`config.mk`:
```
export PLATFORM = sky130hd
export DESIGN_NAME = alarm_ring_ctrl
export DESIGN_NICKNAME = d
export VERILOG_FILES = /design/src/rtl/alarm_pkg.sv /design/src/rtl/alarm_beep_gen.sv /design/src/rtl/alarm_ring_ctrl.sv
export SDC_FILE = /design/constraint.sdc
export NUM_CORES = 1
export LEC_CHECK = 0
export ABC_AREA = 1
export CORE_ASPECT_RATIO = 0.75
export CORE_MARGIN = 4
export CORE_UTILIZATION = 60
export CTS_BUF_LIST = sky130_fd_sc_hd__clkbuf_4
export CTS_CLUSTER_DIAMETER = 80
export DETAILED_ROUTE_END_ITERATION = 6
export PLACE_DENSITY = 0.85
export SYNTH_ARGS = -nofsm -noshare
export SYNTH_HDL_FRONTEND = slang
export SYNTH_HIERARCHICAL = 1
export SYNTH_SLANG_ARGS = --single-unit
```
`constraint.sdc`:
```
create_clock -name clk -period 4.34 [get_ports clk]
set_input_delay 0.868 -clock clk [delete_from_list [all_inputs] [get_ports clk]]
set_output_delay 0.868 -clock clk [all_outputs]
set_load 0.01 [all_outputs]
```
`src/rtl/alarm_pkg.sv`:
```
// Shared alarm session types and default timing.
// Used by the ring controller and the board wrapper.
package alarm_pkg;

  typedef enum logic [1:0] {
    ST_IDLE      = 2'd0,
    ST_RINGING   = 2'd1,
    ST_SNOOZE    = 2'd2,
    ST_DISMISSED = 2'd3
  } state_e;

  localparam int DEF_BEEP_ON       = 2;
  localparam int DEF_BEEP_OFF      = 2;
  localparam int DEF_RING_TIMEOUT  = 32;
  localparam int DEF_SNOOZE_CYCLES = 16;
  localparam int DEF_MAX_SNOOZE    = 3;
  localparam int DEF_CNT_W         = 8;

endpackage

```
`src/rtl/alarm_beep_gen.sv`:
```
// Beep pattern generator: phase counter plus buzzer decode.
// Phase restarts at zero whenever clear is held.
module alarm_beep_gen
  import alarm_pkg::*;
#(
  parameter int BEEP_ON  = DEF_BEEP_ON,
  parameter int BEEP_OFF = DEF_BEEP_OFF,
  parameter int CNT_W    = DEF_CNT_W
) (
  input  logic clk,
  input  logic rst_n,
  input  logic clear,
  input  logic run,
  output logic buzzer
);

  localparam logic [CNT_W-1:0] PH_LAST =
    CNT_W'(BEEP_ON + BEEP_OFF - 1);
  localparam logic [CNT_W-1:0] PH_ON = CNT_W'(BEEP_ON);

  logic [CNT_W-1:0] phase_q;

  // Phase advances while ringing, wrapping at the period end.
  always_ff @(posedge clk or posedge rst_n) begin
    if (rst_n) begin
      phase_q <= '0;
    end else if (clear) begin
      phase_q <= '0;
    end else if (run) begin
      if (phase_q == PH_LAST) phase_q <= '0;
      else                    phase_q <= phase_q + 1'b1;
    end
  end

  // High for the first BEEP_ON cycles of each period.
  always_comb begin
    buzzer = run & (phase_q < PH_ON);
  end

endmodule

```
`src/rtl/alarm_ring_ctrl.sv`:
```
// Alarm session FSM: ring, snooze, stop and auto-timeout.
// Reset is active-high on rst_n and asynchronous.
module alarm_ring_ctrl
  import alarm_pkg::*;
#(
  parameter int BEEP_ON       = DEF_BEEP_ON,
  parameter int BEEP_OFF      = DEF_BEEP_OFF,
  parameter int RING_TIMEOUT  = DEF_RING_TIMEOUT,
  parameter int SNOOZE_CYCLES = DEF_SNOOZE_CYCLES,
  parameter int MAX_SNOOZE    = DEF_MAX_SNOOZE,
  parameter int CNT_W         = DEF_CNT_W
) (
  input  logic       clk,
  input  logic       rst_n,
  input  logic       en,
  input  logic       alarm_in,
  input  logic       snooze_req,
  input  logic       stop_req,
  output logic       buzzer,
  output logic       ringing,
  output logic       snoozed,
  output logic [1:0] state,
  output logic [1:0] snooze_cnt,
  output logic       missed
);

  localparam logic [CNT_W-1:0] RT_LAST =
    CNT_W'(RING_TIMEOUT - 1);
  localparam logic [CNT_W-1:0] SN_LAST =
    CNT_W'(SNOOZE_CYCLES - 1);
  localparam logic [1:0] SN_MAX = 2'(MAX_SNOOZE);

  state_e           state_q, state_d;
  logic [CNT_W-1:0] timer_q, timer_d;
  logic [1:0]       cnt_q, cnt_d;
  logic             missed_d;
  logic             alarm_in_d;
  logic             rise;
  logic             in_ring;
  logic             beep_clear;

  assign rise = alarm_in & ~alarm_in_d;

  // Edge-detect history, independent of state and enable.
  always_ff @(posedge clk or posedge rst_n) begin
    if (rst_n) alarm_in_d <= 1'b0;
    else       alarm_in_d <= alarm_in;
  end

  // Session state, shared timer and snooze accounting.
  always_ff @(posedge clk or posedge rst_n) begin
    if (rst_n) begin
      state_q <= ST_IDLE;
      timer_q <= '0;
      cnt_q   <= '0;
      missed  <= 1'b0;
    end else begin
      state_q <= state_d;
      timer_q <= timer_d;
      cnt_q   <= cnt_d;
      missed  <= missed_d;
    end
  end

  // Next-state logic; enable overrides everything.
  always_comb begin
    state_d  = state_q;
    timer_d  = timer_q;
    cnt_d    = cnt_q;
    missed_d = 1'b0;
    if (!en) begin
      state_d = ST_IDLE;
      timer_d = '0;
      cnt_d   = '0;
    end else begin
      unique case (state_q)
        ST_IDLE: begin
          if (rise) begin
            state_d = ST_RINGING;
            timer_d = '0;
            cnt_d   = '0;
          end
        end
        ST_RINGING: begin
          if (stop_req) begin
            state_d = ST_DISMISSED;
            timer_d = '0;
          end else if (snooze_req && cnt_q < SN_MAX) begin
            state_d = ST_SNOOZE;
            timer_d = '0;
            cnt_d   = cnt_q + 2'd1;
          end else if (timer_q == RT_LAST) begin
            state_d  = ST_DISMISSED;
            timer_d  = '0;
            missed_d = 1'b1;
          end else begin
            timer_d = timer_q + 1'b1;
          end
        end
        ST_SNOOZE: begin
          if (stop_req) begin
            state_d = ST_DISMISSED;
            timer_d = '0;
          end else if (timer_q == SN_LAST) begin
            state_d = ST_RINGING;
            timer_d = '0;
          end else begin
            timer_d = timer_q + 1'b1;
          end
        end
        ST_DISMISSED: begin
          if (!alarm_in) begin
            state_d = ST_IDLE;
            cnt_d   = '0;
          end
        end
        default: begin
          state_d = ST_IDLE;
          timer_d = '0;
          cnt_d   = '0;
        end
      endcase
    end
  end

  assign in_ring    = (state_q == ST_RINGING);
  assign beep_clear = ~en | ~in_ring;

  alarm_beep_gen #(
    .BEEP_ON  (BEEP_ON),
    .BEEP_OFF (BEEP_OFF),
    .CNT_W    (CNT_W)
  ) u_beep (
    .clk    (clk),
    .rst_n  (rst_n),
    .clear  (beep_clear),
    .run    (in_ring),
    .buzzer (buzzer)
  );

  // Status decode straight from the state register.
  always_comb begin
    ringing    = in_ring;
    snoozed    = (state_q == ST_SNOOZE);
    state      = state_q;
    snooze_cnt = cnt_q;
  end

endmodule

```
# [Word level (Yosys, flattened, before mapping)]
# Index checks and enable logic that the tools add are counted.
# W data, S select, Z words.
[word_totals] rom_bits=0 n_memories=0 latch_bits=0 ramBits=0 ff_bits=22 wordCells=67 out_inout_bits=8
[classes] multipliers=0 n_mux=30 n_reduce_logical=6 order_cmp=2 bitwise_logic=6 n_shift=0 div=0 eq_ne=14 addsub=3
[op_table] cell="$mux W8" count=10
[op_table] cell="$mux W2" count=12
[op_table] cell="$pmux W8 S3" count=1
[op_table] cell="$add A8 B1 Y8 const B" count=2
[op_table] cell="$ne A3 B3 Y1 const B" count=3
[op_table] cell="$eq A8 B2 Y1 const B" count=1
[op_table] cell="$eq A8 B4 Y1 const B" count=1
[op_table] cell="$eq A8 B5 Y1 const B" count=1
[op_table] cell="$lt A8 B2 Y1 const B" count=1
[op_table] cell="$ne A4 B1 Y1 const B" count=2
[op_table] cell="$pmux W2 S4" count=1
[op_table] cell="$pmux W2 S3" count=1
[op_table] cell="$mux W1" count=5
[op_table] cell="$ne A5 B3 Y1 const B" count=1
[op_table] cell="$reduce_and A5 Y1" count=1
[op_table] cell="$eq A2 B2 Y1 const B" count=2
[op_table] cell="$ne A4 B3 Y1 const B" count=1
[op_table] cell="$reduce_and A4 Y1" count=1
[op_table] cell="$ne A3 B2 Y1 const B" count=1
[op_table] cell="$not A1 Y1" count=3
[op_table] cell="$add A2 B1 Y2 const B" count=1
[op_table] cell="$and A1 B1 Y1" count=2
[op_table] cell="$eq A2 B1 Y1 const B" count=1
[op_table] cell="$logic_not A2 Y1" count=1
[op_table] cell="5 further kinds" count=5

# [Longest topological paths before layout]
# Gate-level depths: netlist of the first run.
[logic_depth] word_depth=6 depth_mapped=11

# [Hierarchy]
# Netlist of the first run, hierarchy kept.
[by_module_without_submodules] mod="alarm_ring_ctrl" seq_area_each_um2=350.3 area_per_inst_um2=982.2 cells_each=132 instances=1
[by_module_without_submodules] mod="alarm_beep_gen" seq_area_each_um2=200.2 area_per_inst_um2=504.2 cells_each=71 instances=1

# [Worst setup path after synthesis of the first run]
# Ideal clock, no wire load.
[synth_path] kind="reg2out" startpoint="reg state_q[1], in the netlist state[1]" endpoint="out buzzer" path_slack_ps=2285 required_time_ps=3472 arrival_time_ps=1187 path_stages_with_launch=5 cell_sequence="dfrtp_1 -> inv_1 -> ha_1 -> nand3_1 -> nor2_1"
[synth_between] elab_chain_cells=2
[synth_lines] item="from (decl)" line_no="alarm_ring_ctrl.sv:33" rtl="state_e state_q, state_d;"
[synth_lines] item="from (signal assigned)" line_no="alarm_ring_ctrl.sv:58" rtl="state_q <= state_d;"
[synth_lines] item="$eq A2 B1 Y1" line_no="alarm_ring_ctrl.sv:126" rtl="assign in_ring = (state_q == ST_RINGING);"
[synth_lines] item="named net ringing" line_no="alarm_ring_ctrl.sv:20" rtl="output logic ringing,"
[synth_lines] item="$and A1 B1 Y1" line_no="alarm_beep_gen.sv:37" rtl="buzzer = run & (phase_q < PH_ON);"
[synth_lines] item="to (decl)" line_no="alarm_ring_ctrl.sv:19" rtl="output logic buzzer,"
# The timed path passes the listed nets, and every way through them passes these cells.

# [Worst setup path in the final report of the first run]
[layout_path] startpoint="reg state_q[1], in the netlist state[1]" endpoint="out buzzer"
[layout_between] elab_chain_cells=2
[layout_lines] item="$eq A2 B1 Y1" line_no="alarm_ring_ctrl.sv:126"
[layout_lines] item="$and A1 B1 Y1" line_no="alarm_beep_gen.sv:37"
# Every way passes these cells.

==> impl_summary.txt, run 1 <==
----------------------------------------------------
[Yosys]
  Number of warnings printed during yosys synthesis ... 6
  Avg Inst Size Synth ... around 7.3 um2
  Sequential share of the synthesized area ... 0.370
  Library cells used by synthesis ... 26
  Synthesized area ... ~1500 um2
  Nets in the synthesized netlist ... approximately 220
  Synthesis-stage register bit count ... 22
  Synthesized netlist cell count ... approximately 200

[Floorplanning]
  Die X ... between 60 and 70 um
  Die footprint ... 3350 um2
  Total number of placement rows ... 15
  Core region area ... 2330 um2
  Die height ... 51.1 um
  Number of top-level pins ... 14
  Starting utilization of the core area ... 0.639

[Critical path]
  Data required time at the worst endpoint ... roughly 3.5 ns
  Data arrival, critical path ... about 2 ns
  Largest fanout on the critical path ... 10
  Startpoint type of the worst setup path ... register
  Critical path class ... register to output port
  Cell-by-cell trace of the critical path ... inv_1 > ha_1 > nand3_1 > nor2_1 > clkdlybuf4s50_1
  Kind of capture point of the worst setup path ... output port
  Highest cell delay on the worst timing path ... between 0.5 and 0.6 ns
  Slowest cell on the critical path ... sky130_fd_sc_hd__clkdlybuf4s50_1

[Global routing]
  GR Util All Layers ... 0.191
  GRT busiest layer ... met2
  Met1 Track Usage GR ... 0.263
  Via count of the first global-routing pass ... approximately 1100
  Initial antenna violation count ... 0
  Routing usage on met3 ... 0.0571
  Overflow left after global routing ... 0
  Largest net degree at the start of global routing ... 15
  Global-route wire length before repair ... ~5000 um
  Global-route track usage on met2 ... 0.314

[STA]
  Hold violation count in the final report ... 0
  Maximum clock frequency ... approximately 350 MHz
  Slew headroom ... 0.624
  Worst slew pin tran ... 0.563 ns
  Final-report setup violation count ... 0
  Final period utilization ... 0.652
  Unrepaired setup endpoints after global routing ... false
  Worst setup slack after layout ... about 1.5 ns
  Shortest clock period the worst path allows after layout ... approximately 2.8 ns
  Clock skew ... ~0.0087 ns
  Final setup TNS ... 0 ns
  Final number of max-transition violations ... 0

[Placement]
  Detailed-placement wirelength estimate ... roughly 2300 um
  Worst slack after detailed placement ... about 1.8 ns
  Final GP Congestion ... 0.880
  Port Buffer Count ... 13
  Placed instance area ... roughly 1700 um2

[Pwr]
  Clock network fraction of design power ... 0.127
  Sequential power share ... 0.355
  Part of the total power dissipated in combinational logic ... 0.518
  Switching power share of the total ... 0.431
  Max VDD drop ... around 0.23 mV
  Power density over the cells ... a little over 400 nW/um2
  Overall power ... 694 uW
  Internal power component ... just under 400 uW
  Net switching power ... 299 uW
  Leak pwr ... ~0.85 nW

[Final layout]
  Antenna diode count ... 0
  Area added between synthesis and finish ... 12.6%
  Share of layout cells above drive strength 1 ... 0.119
  Final #Nets ... about 240
  Area of all placed cells without fillers ... 1670 um2
  Core occupancy in the finished layout ... 0.719
  Number of fill cells in the layout ... 216

[Clocking]
  Max Root-Sink Buffers ... 2
  Setup fix buffers added after clock tree synthesis ... 0
  Clock sinks ... 22
  Number of hold buffers added after cts ... 0
  Root buffer cell ... sky130_fd_sc_hd__clkbuf_4
  Max H-tree Level ... 1
  CTS clock-pin slew for the worst setup and hold paths ... about 0.11 ns
  Post-CTS resize count ... 0
  Insertion delay to the later sink of the worst-skew pair ... ~0.30 ns
  Cts bufs inserted ... 3
  CTS tree ... done

[Routing]
  Avg WL per Cell ... about 12 um
  Number of routed nets with antenna violations ... 0
  Drt pass-1 iters ... 4
  Detailed-route DRC error count ... 0
  Total via count in the routed design ... 1250
  Initial drt markers ... approximately 80
  Vias per Instance ... 4.96
  Detailed-route wire length ... 2910 um

[Job]
  Max-cap check violation count ... 0

[Outcome]
  Result of the run ... completed

[Min path]
  Tightest Hold Check Type ... register to register

----------------------------------------------------
==> sequential cells by signal, indices dropped and copies added, names as in the netlist <==
register and flops:
state 2, missed 1, u_beep/phase_q 8, timer_q 8, alarm_in_d 1, snooze_cnt 2
==> cell usage in the layout, fill, tap and decap left out, types with 4 or more instances in the layout <==
cell type	synthesis	layout
sky130_fd_sc_hd__nand3_1	19	19
sky130_fd_sc_hd__a21oi_1	4	4
sky130_fd_sc_hd__nor2_2	4	4
sky130_fd_sc_hd__nand2_2	7	7
sky130_fd_sc_hd__inv_2	5	5
sky130_fd_sc_hd__nor3_1	4	4
sky130_fd_sc_hd__nand2_1	57	57
sky130_fd_sc_hd__dfrtp_1	22	22
sky130_fd_sc_hd__nor2_1	22	22
sky130_fd_sc_hd__xor2_1	5	5
sky130_fd_sc_hd__clkdlybuf4s50_1	0	13
sky130_fd_sc_hd__ha_1	9	9
sky130_fd_sc_hd__inv_1	26	26
==> path summary, 6_finish.rpt <==
kind                                from           endpoint  slack, ns  cells after the start
max in group asynchronous          rst_n         timer_q[5]       3.03                      2
hold / removal             snooze_cnt[1]      snooze_cnt[1]       0.52                      2
min in group asynchronous          rst_n  u_beep/phase_q[3]       0.82                      2
setup / recovery                state[1]             buzzer       1.51                      5
setup reg to reg                state[1]         timer_q[5]       2.51                      9
hold reg to reg            snooze_cnt[1]      snooze_cnt[1]       0.52                      2
==> cell type report <==
| class | instances | area, um2 | area share |
|---|---|---|---|
| multi-input cells | 149 | 812 | 0.485 |
| flip-flops and latches | 22 | 551 | 0.329 |
| repair buffers | 13 | 130 | 0.0777 |
| inverters | 31 | 116 | 0.0695 |
| well taps | 34 | 42.5 | 0.0254 |
| clock buffers | 3 | 22.5 | 0.0135 |
==> power groups by stage <==
stage | Sequential, mW | Clock, mW | Combinational (mW)
global route | 0.251 | 0.105 | 0.398
detailed placement | 0.250 | 0 | 0.357
floorplan | 0.253 | 0 | 0.242
global placement | 0.249 | 0 | 0.348
CTS | 0.246 | 0.0956 | 0.359
finish | 0.246 | 0.0881 | 0.360
==> routing by layer <==
| metal | vias up | share of wire |
|---|---|---|
| met3 | 2 | 0.043 |
| met4 | 0 | 0.0031 |
| met2 | 27 | 0.44 |
| met1 | 560 | 0.51 |
| li1 | 661 | - |
| met5 | - | 0 |
==> synth_stat cells <==
cell                        count  area share
sky130_fd_sc_hd__nand2_1       57        0.14
sky130_fd_sc_hd__inv_1         26       0.066
sky130_fd_sc_hd__dfrtp_1       22        0.37
sky130_fd_sc_hd__nor2_1        22       0.056
sky130_fd_sc_hd__nand3_1       19       0.064
sky130_fd_sc_hd__ha_1           9       0.076
sky130_fd_sc_hd__nand2_2        7       0.029
sky130_fd_sc_hd__inv_2          5       0.013
sky130_fd_sc_hd__xor2_1         5       0.029
sky130_fd_sc_hd__a21oi_1        4       0.013
sky130_fd_sc_hd__nor2_2         4       0.017
sky130_fd_sc_hd__nor3_1         4       0.013
sky130_fd_sc_hd__nand2_4        2       0.015
sky130_fd_sc_hd__nor2_4         2       0.015
sky130_fd_sc_hd__o21ai_0        2      0.0067
sky130_fd_sc_hd__o21ai_1        2      0.0067
sky130_fd_sc_hd__xnor2_1        2       0.012
sky130_fd_sc_hd__a21boi_0       1      0.0051
sky130_fd_sc_hd__a21oi_4        1       0.011
sky130_fd_sc_hd__a2bb2oi_1      1      0.0059
sky130_fd_sc_hd__buf_4          1      0.0051
sky130_fd_sc_hd__nand3_2        1      0.0067
sky130_fd_sc_hd__nand4_1        1      0.0042
sky130_fd_sc_hd__o21a_1         1      0.0051
sky130_fd_sc_hd__o21ai_2        1      0.0059
sky130_fd_sc_hd__o21bai_1       1      0.0051
==> worst max-delay path, delay by kind of cell, from the launching register on <==
kind                       cells  cell delay (ns)
DFF                            1             0.44
and+or+nand+nor                2             0.20
adders and majority gates      1             0.35
buffers and inverters          2             0.68
==> metrics by stage <==
stage                     hold slack, ns  instances
final                              0.523        252
after global placement             0.496        249
after floorplan                    0.484        203
after detailed placement           0.504        249
after CTS                          0.533        252
after global routing               0.572        252
==> kinds of logic (layout without fill, tap and decap cells) <==
logic type                 count (synthesis)  in the layout  synth area share
xor gates and xnor gates                   7              7            0.0412
buffers and inverters                     32             47            0.0833
and+or+nand+nor                          119            119             0.364
adders and majority gates                  9              9            0.0758
AOI/OAI and AO/OA                         14             14            0.0648
DFF                                       22             22             0.370
Power figures use the tool's default switching activity.
==> run 2: changes to the inputs <==
--- a/config.mk
+++ b/config.mk
@@ -8,11 +8,11 @@
 export ABC_AREA = 1
 export CORE_ASPECT_RATIO = 0.75
 export CORE_MARGIN = 4
-export CORE_UTILIZATION = 60
+export CORE_UTILIZATION = 59
 export CTS_BUF_LIST = sky130_fd_sc_hd__clkbuf_4
 export CTS_CLUSTER_DIAMETER = 80
 export DETAILED_ROUTE_END_ITERATION = 6
-export PLACE_DENSITY = 0.85
+export PLACE_DENSITY = 0.84
 export SYNTH_ARGS = -nofsm -noshare
 export SYNTH_HDL_FRONTEND = slang
 export SYNTH_HIERARCHICAL = 1
==> constraint.sdc (replaced) <==
create_clock -name clk -period 2.9 [get_ports clk]
set_input_delay 0.58 -clock clk [delete_from_list [all_inputs] [get_ports clk]]
set_output_delay 0.58 -clock clk [all_outputs]
set_load 0.01 [all_outputs]
==> impl_summary.txt, run 2 (same netlist as run 1, synthesis figures left out) <==
----------------------------------------------------
[Global routing]
  Overflow left after global routing ... 0 (unchanged)
  Via count of the first global-routing pass ... 1244 (was 1139)
  Initial antenna violation count ... 0 (unchanged)
  Global-route wire length before repair ... 5460 um (was 5010 um)
  GR Util All Layers ... 0.206 (was 0.191)
  Largest net degree at the start of global routing ... 15 (unchanged)

[Final layout]
  Commonest non-fill, non-tap cells in the layout ... sky130_fd_sc_hd__nand2_1, sky130_fd_sc_hd__inv_1, sky130_fd_sc_hd__nor2_1, sky130_fd_sc_hd__dfrtp_1, sky130_fd_sc_hd__nand3_1 (unchanged)
  Final #Nets ... 236 (was 235)
  Leading cell type in the layout, fill and taps excluded ... sky130_fd_sc_hd__nand2_1 (unchanged)
  Area added between synthesis and finish ... 15.2% (was 12.6%)
  Biggest registers after layout ... timer_q: 8 flops, u_beep/phase_q: 8 flops (unchanged)
  Antenna diode count ... 0 (unchanged)
  Number of fill cells in the layout ... 185 (was 216)
  Share of layout cells above drive strength 1 ... 0.127 (was 0.119)

[Placement]
  Worst slack after detailed placement ... 0.818 ns (was 1.84 ns)
  Port Buffer Count ... 13 (unchanged)
  Final GP Congestion ... 0.858 (was 0.880)
  Detailed-placement wirelength estimate ... 2430 um (was 2290 um)

[STA]
  Final setup TNS ... 0 ns (unchanged)
  Worst slew pin tran ... 0.538 ns (was 0.563 ns)
  Hold violation count in the final report ... 0 (unchanged)
  Unrepaired setup endpoints after global routing ... false (unchanged)
  Slew headroom ... 0.641 (was 0.624)
  Final-report setup violation count ... 0 (unchanged)
  Worst setup slack after layout ... 0.446 ns (was 1.51 ns)
  Clock skew ... 0.00462 ns (was 0.00875 ns)
  Maximum clock frequency ... slightly above 400 MHz
  Final number of max-transition violations ... 0 (unchanged)
  Final period utilization ... 0.846
  Shortest clock period the worst path allows after layout ... around 2.5 ns

[Floorplanning]
  Die height ... 51.5 um (was 51.1 um)
  Die footprint ... 3390 um2 (was 3350 um2)
  Starting utilization of the core area ... 0.634 (was 0.639)
  Number of top-level pins ... 14 (unchanged)
  Total number of placement rows ... 15 (unchanged)
  Core region area ... 2350 um2 (was 2330 um2)
  Die X ... 66.0 um (was 65.5 um)

[Critical path]
  Startpoint type of the worst setup path ... register (unchanged)
  Setup slack on the worst flop-to-flop path ... 1.07 ns (was 2.51 ns)
  Critical path class ... register to output port (unchanged)
  Largest fanout on the critical path ... 6 (was 10)
  Data arrival, critical path ... 1.87 ns (was 1.96 ns)
  Slowest cell on the critical path ... sky130_fd_sc_hd__clkdlybuf4s50_1 (unchanged)
  Data required time at the worst endpoint ... 2.32 ns (was 3.47 ns)
  Cell-by-cell trace of the critical path ... inv_1 > ha_1 > nand3_1 > nor2_1 > clkdlybuf4s50_1 (unchanged)
  Highest cell delay on the worst timing path ... 0.54 ns (about the same)
  Kind of capture point of the worst setup path ... output port (unchanged)

[Clocking]
  Clock sinks ... 22 (unchanged)
  Max H-tree Level ... 1 (unchanged)
  Setup fix buffers added after clock tree synthesis ... 0 (unchanged)
  CTS tree ... done (unchanged)
  Insertion delay to the later sink of the worst-skew pair ... 0.31 ns (was 0.30 ns)
  Max Root-Sink Buffers ... 2 (unchanged)
  Cts bufs inserted ... 3 (unchanged)
  Root buffer cell ... sky130_fd_sc_hd__clkbuf_4 (unchanged)
  Post-CTS resize count ... 0 (unchanged)
  CTS clock-pin slew for the worst setup and hold paths ... 0.13 ns (was 0.11 ns)
  Number of hold buffers added after cts ... 0 (unchanged)

[Min path]
  Tightest Hold Check Type ... primary input to async pin (was register to register)

[Routing]
  Avg WL per Cell ... 12.1 um (was 11.5 um)
  Vias per Instance ... 5.19 (was 4.96)
  Detailed-route wire length ... 3080 um (was 2910 um)
  Initial drt markers ... 86 (was 82)
  Detailed-route DRC error count ... 0 (unchanged)
  Total via count in the routed design ... 1317 (was 1250)
  Number of routed nets with antenna violations ... 0 (unchanged)
  Drt pass-1 iters ... 4 (unchanged)

[Job]
  Max-cap check violation count ... 0 (unchanged)

[Pwr]
  Max VDD drop ... 0.509 mV (was 0.233 mV)
  Leak pwr ... 0.871 nW (was 0.852 nW)
  Power density over the cells ... 679 nW/um2 (was 415 nW/um2)

[Outcome]
  Result of the run ... completed (unchanged)

----------------------------------------------------
run 2: layout make-up:
class                      instances  area (um2)  share of cell area
sequential                        22         551               0.322
clock buffer                       3        22.5              0.0132
tap                               34        42.5              0.0249
inverter                          31         116              0.0680
clock inverter                     1        30.0              0.0175
timing repair buffer              14         138              0.0804
multi-input combinational        149         812               0.474
run 2: worst max-delay path, delay by kind of cell (launching register included):
kind	cells	cell delay, ns
adder cells (fa/ha/maj)	1	0.23
AND/OR/NAND/NOR	2	0.19
buffers and inverters	2	0.69
flip-flops	1	0.46
run 2: worst paths after layout:
check | start | to | depth (start not counted)
worst max-delay path | state[1] | buzzer | 5
max in group asynchronous | rst_n | timer_q[3] | 2
worst min-delay path | rst_n | u_beep/phase_q[6] | 2
min in group clk | snooze_cnt[1] | snooze_cnt[1] | 2
worst max register to register | state[1] | timer_q[5] | 10
worst min register to register | snooze_cnt[1] | snooze_cnt[1] | 2
run 2: layer usage:
| metal | share of wire | vias to the layer above | GRT usage |
|---|---|---|---|
| met2 | 0.50 | 40 | 0.373 |
| met1 | 0.44 | 611 | 0.253 |
| met5 | 0 | - | 0 |
| met4 | 0.0091 | 0 | 0.0372 |
| met3 | 0.050 | 6 | 0.0484 |
| li1 | - | 660 | - |
run 2: power by group:
group          internal (mW)  switching, mW  total [mW]
Combinational          0.215          0.342       0.558
Clock                  0.140         0.0956       0.235
Sequential             0.335         0.0339       0.369
run 2: stage by stage:
step                 util  hold slack (ns)  power, mW  instance area (um2)  std cells
floorplan               -            0.396      0.740                 1490        203
global placement    0.707            0.491      0.901                 1660        250
detailed placement  0.707            0.513      0.925                 1660        250
CTS                 0.730            0.519       1.17                 1710        254
global route        0.730            0.554       1.25                 1710        254
finish              0.730            0.519       1.16                 1710        254
==> run 3: changes to the inputs <==
==> constraint.sdc (replaced) <==
create_clock -name clk -period 2.3 [get_ports clk]
set_input_delay 0.46 -clock clk [delete_from_list [all_inputs] [get_ports clk]]
set_output_delay 0.46 -clock clk [all_outputs]
set_load 0.01 [all_outputs]
==> impl_summary.txt, run 3 (same netlist as run 1, synthesis figures left out) <==
----------------------------------------------------
[Clocking]
  Number of hold buffers added after cts ... 0 (unchanged)
  Cts bufs inserted ... 3 (unchanged)
  Insertion delay to the later sink of the worst-skew pair ... 0.31 ns (about the same)
  CTS clock-pin slew for the worst setup and hold paths ... 0.13 ns (about the same)
  CTS tree ... done (unchanged)
  Max H-tree Level ... 1 (unchanged)
  Clock sinks ... 22 (unchanged)
  Max Root-Sink Buffers ... 2 (unchanged)
  Root buffer cell ... sky130_fd_sc_hd__clkbuf_4 (unchanged)

[Critical path]
  Largest fanout on the critical path ... 6 (unchanged)
  Reg-to-reg endpoint ... timer_q[5] (unchanged)
  Data required time at the worst endpoint ... 1.84 ns (was 2.32 ns)
  Critical path class ... register to output port (unchanged)
  Setup slack on the worst flop-to-flop path ... 0.59 ns (was 1.07 ns)
  Highest cell delay on the worst timing path ... 0.56 ns (was 0.54 ns)
  Data arrival, critical path ... 1.75 ns (was 1.87 ns)
  Startpoint type of the worst setup path ... register (unchanged)
  Kind of capture point of the worst setup path ... output port (unchanged)
  R2r worst-path depth ... 9 (was 10)
  Cell-by-cell trace of the critical path ... inv_1 > ha_2 > clkdlybuf4s50_1 (was inv_1 > ha_1 > nand3_1 > nor2_1 > clkdlybuf4s50_1)
  Critical R2R Launch ... state[0] (was state[1])
  Slowest cell on the critical path ... sky130_fd_sc_hd__clkdlybuf4s50_1 (unchanged)

[STA]
  Shortest clock period the worst path allows after layout ... ~2.2 ns
  Slew headroom ... 0.642 (was 0.641)
  Unrepaired setup endpoints after global routing ... false (unchanged)
  Hold violation count in the final report ... 0 (unchanged)
  Final setup TNS ... 0 ns (unchanged)
  Maximum clock frequency ... approximately 450 MHz
  Clock skew ... 0.00461 ns (was 0.00462 ns)
  Worst setup slack after layout ... 0.0874 ns (was 0.446 ns)
  Worst slew pin tran ... 0.537 ns (was 0.538 ns)
  Final-report setup violation count ... 0 (unchanged)
  Final number of max-transition violations ... 0 (unchanged)
  Final period utilization ... 0.962

[Final layout]
  Biggest registers after layout ... timer_q: 8 flops, u_beep/phase_q: 8 flops (unchanged)
  Number of fill cells in the layout ... 180 (was 185)
  Core occupancy in the finished layout ... 0.735 (was 0.730)
  Commonest non-fill, non-tap cells in the layout ... sky130_fd_sc_hd__nand2_1, sky130_fd_sc_hd__inv_1, sky130_fd_sc_hd__nor2_1, sky130_fd_sc_hd__dfrtp_1, sky130_fd_sc_hd__nand3_1 (unchanged)
  Antenna diode count ... 0 (unchanged)
  Final #Nets ... 237 (was 236)
  Non-filler cells, final ... 255 (was 254)
  Area added between synthesis and finish ... 16.0% (was 15.2%)
  Leading cell type in the layout, fill and taps excluded ... sky130_fd_sc_hd__nand2_1 (unchanged)
  Share of layout cells above drive strength 1 ... 0.145 (was 0.127)

[Min path]
  Tightest Hold Check Type ... primary input to async pin (unchanged)

[Routing]
  Total via count in the routed design ... 1332 (was 1317)
  Detailed-route DRC error count ... 0 (unchanged)
  Drt pass-1 iters ... 4 (unchanged)
  Detailed-route wire length ... 3130 um (was 3080 um)
  Initial drt markers ... 60 (was 86)
  Avg WL per Cell ... 12.3 um (was 12.1 um)
  Number of routed nets with antenna violations ... 0 (unchanged)
  Vias per Instance ... 5.22 (was 5.19)

[Placement]
  Port Buffer Count ... 13 (unchanged)
  Worst slack after detailed placement ... 0.338 ns (was 0.818 ns)
  Cell Count Post-Placement ... 250 (unchanged)
  Detailed-placement wirelength estimate ... 2430 um (unchanged)
  Final GP Congestion ... 0.858 (unchanged)

[Global routing]
  Initial antenna violation count ... 0 (unchanged)
  GR Util All Layers ... 0.207 (was 0.206)
  Global-route wire length before repair ... 5450 um (was 5460 um)
  Largest net degree at the start of global routing ... 15 (unchanged)
  Via count of the first global-routing pass ... 1251 (was 1244)
  Overflow left after global routing ... 0 (unchanged)

[Floorplanning]
  Number of top-level pins ... 14 (unchanged)
  Die X ... 66.0 um (unchanged)
  Total number of placement rows ... 15 (unchanged)
  Die footprint ... 3390 um2 (unchanged)
  Starting utilization of the core area ... 0.634 (unchanged)
  Core region area ... 2350 um2 (unchanged)
  Die height ... 51.5 um (unchanged)

[Pwr]
  Part of the total power dissipated in combinational logic ... 0.491 (was 0.480)
  Internal power component ... 884 uW (was 690 uW)
  Sequential power share ... 0.309 (was 0.317)
  Max VDD drop ... 0.643 mV (was 0.509 mV)
  Switching power share of the total ... 0.404 (was 0.406)
  Net switching power ... 600 uW (was 472 uW)
  Power density over the cells ... 861 nW/um2 (was 679 nW/um2)
  Leak pwr ... 0.873 nW (was 0.871 nW)
  Clock network fraction of design power ... 0.200 (was 0.203)

[Job]
  Max-cap check violation count ... 0 (unchanged)

[Outcome]
  Result of the run ... completed (unchanged)

----------------------------------------------------
==> run 3: cell count changes in the layout (fill, tap and decap cells not counted), sizes merged <==
cell  previous run  this run
buf              1         2
==> run 3: worst max-delay path, delay by kind of cell (launching register included) <==
family / cells / cell delay [ns]
buf+inv: 2 / 0.72
flops: 1 / 0.47
fa+ha+maj: 1 / 0.25
==> run 3: how the worst max path moves through the flow <==
stage                  start         end  slack [ns]  cells after the start
floorplan           state[1]  timer_q[5]        0.64                      9
global placement    state[1]      buzzer        0.38                      5
detailed placement  state[1]      buzzer        0.34                      5
CTS                 state[0]     snoozed        0.05                      3
global route        state[0]      buzzer        0.01                      4
finish              state[0]     snoozed        0.09                      3
==> run 3: what timing repair did <==
item,4_1_cts,5_1_grt
resized for setup,0,3
buffers inserted,1,0
endpoints found under the hold margin,0,0
endpoints found under the setup margin,1,2
==> run 3: power by group through the flow <==
stage	Sequential (mW)	Combinational (mW)	Clock, mW
floorplan	0.477	0.456	0
detailed placement	0.473	0.694	0
global placement	0.469	0.667	0
global route	0.468	0.802	0.326
finish	0.458	0.728	0.297
CTS	0.457	0.719	0.307
==> run 3: final cells by class <==
cell class	count	area [um2]	share of cell area
clock buffers	3	22.5	0.0131
well taps	34	42.5	0.0247
multi-input cells	149	817	0.474
flip-flops and latches	22	551	0.319
clock inverters	1	30.0	0.0174
inverters	31	116	0.0675
repair buffers	15	145	0.0842
==> run 3: metrics by stage <==
step | cell area [um2] | hold slack (ns) | power (mW)
finish | 1720 | 0.398 | 1.48
global route | 1720 | 0.434 | 1.60
CTS | 1720 | 0.399 | 1.48
detailed placement | 1660 | 0.513 | 1.17
global placement | 1660 | 0.491 | 1.14
floorplan | 1490 | 0.276 | 0.933
==> run 3: per-layer routing <==
metal | share of wire | vias to the layer above | GRT usage
met4 | 0.013 | 0 | 0.0439
li1 | - | 663 | -
met1 | 0.44 | 627 | 0.255
met3 | 0.041 | 10 | 0.0484
met5 | 0 | - | 0
met2 | 0.50 | 32 | 0.369
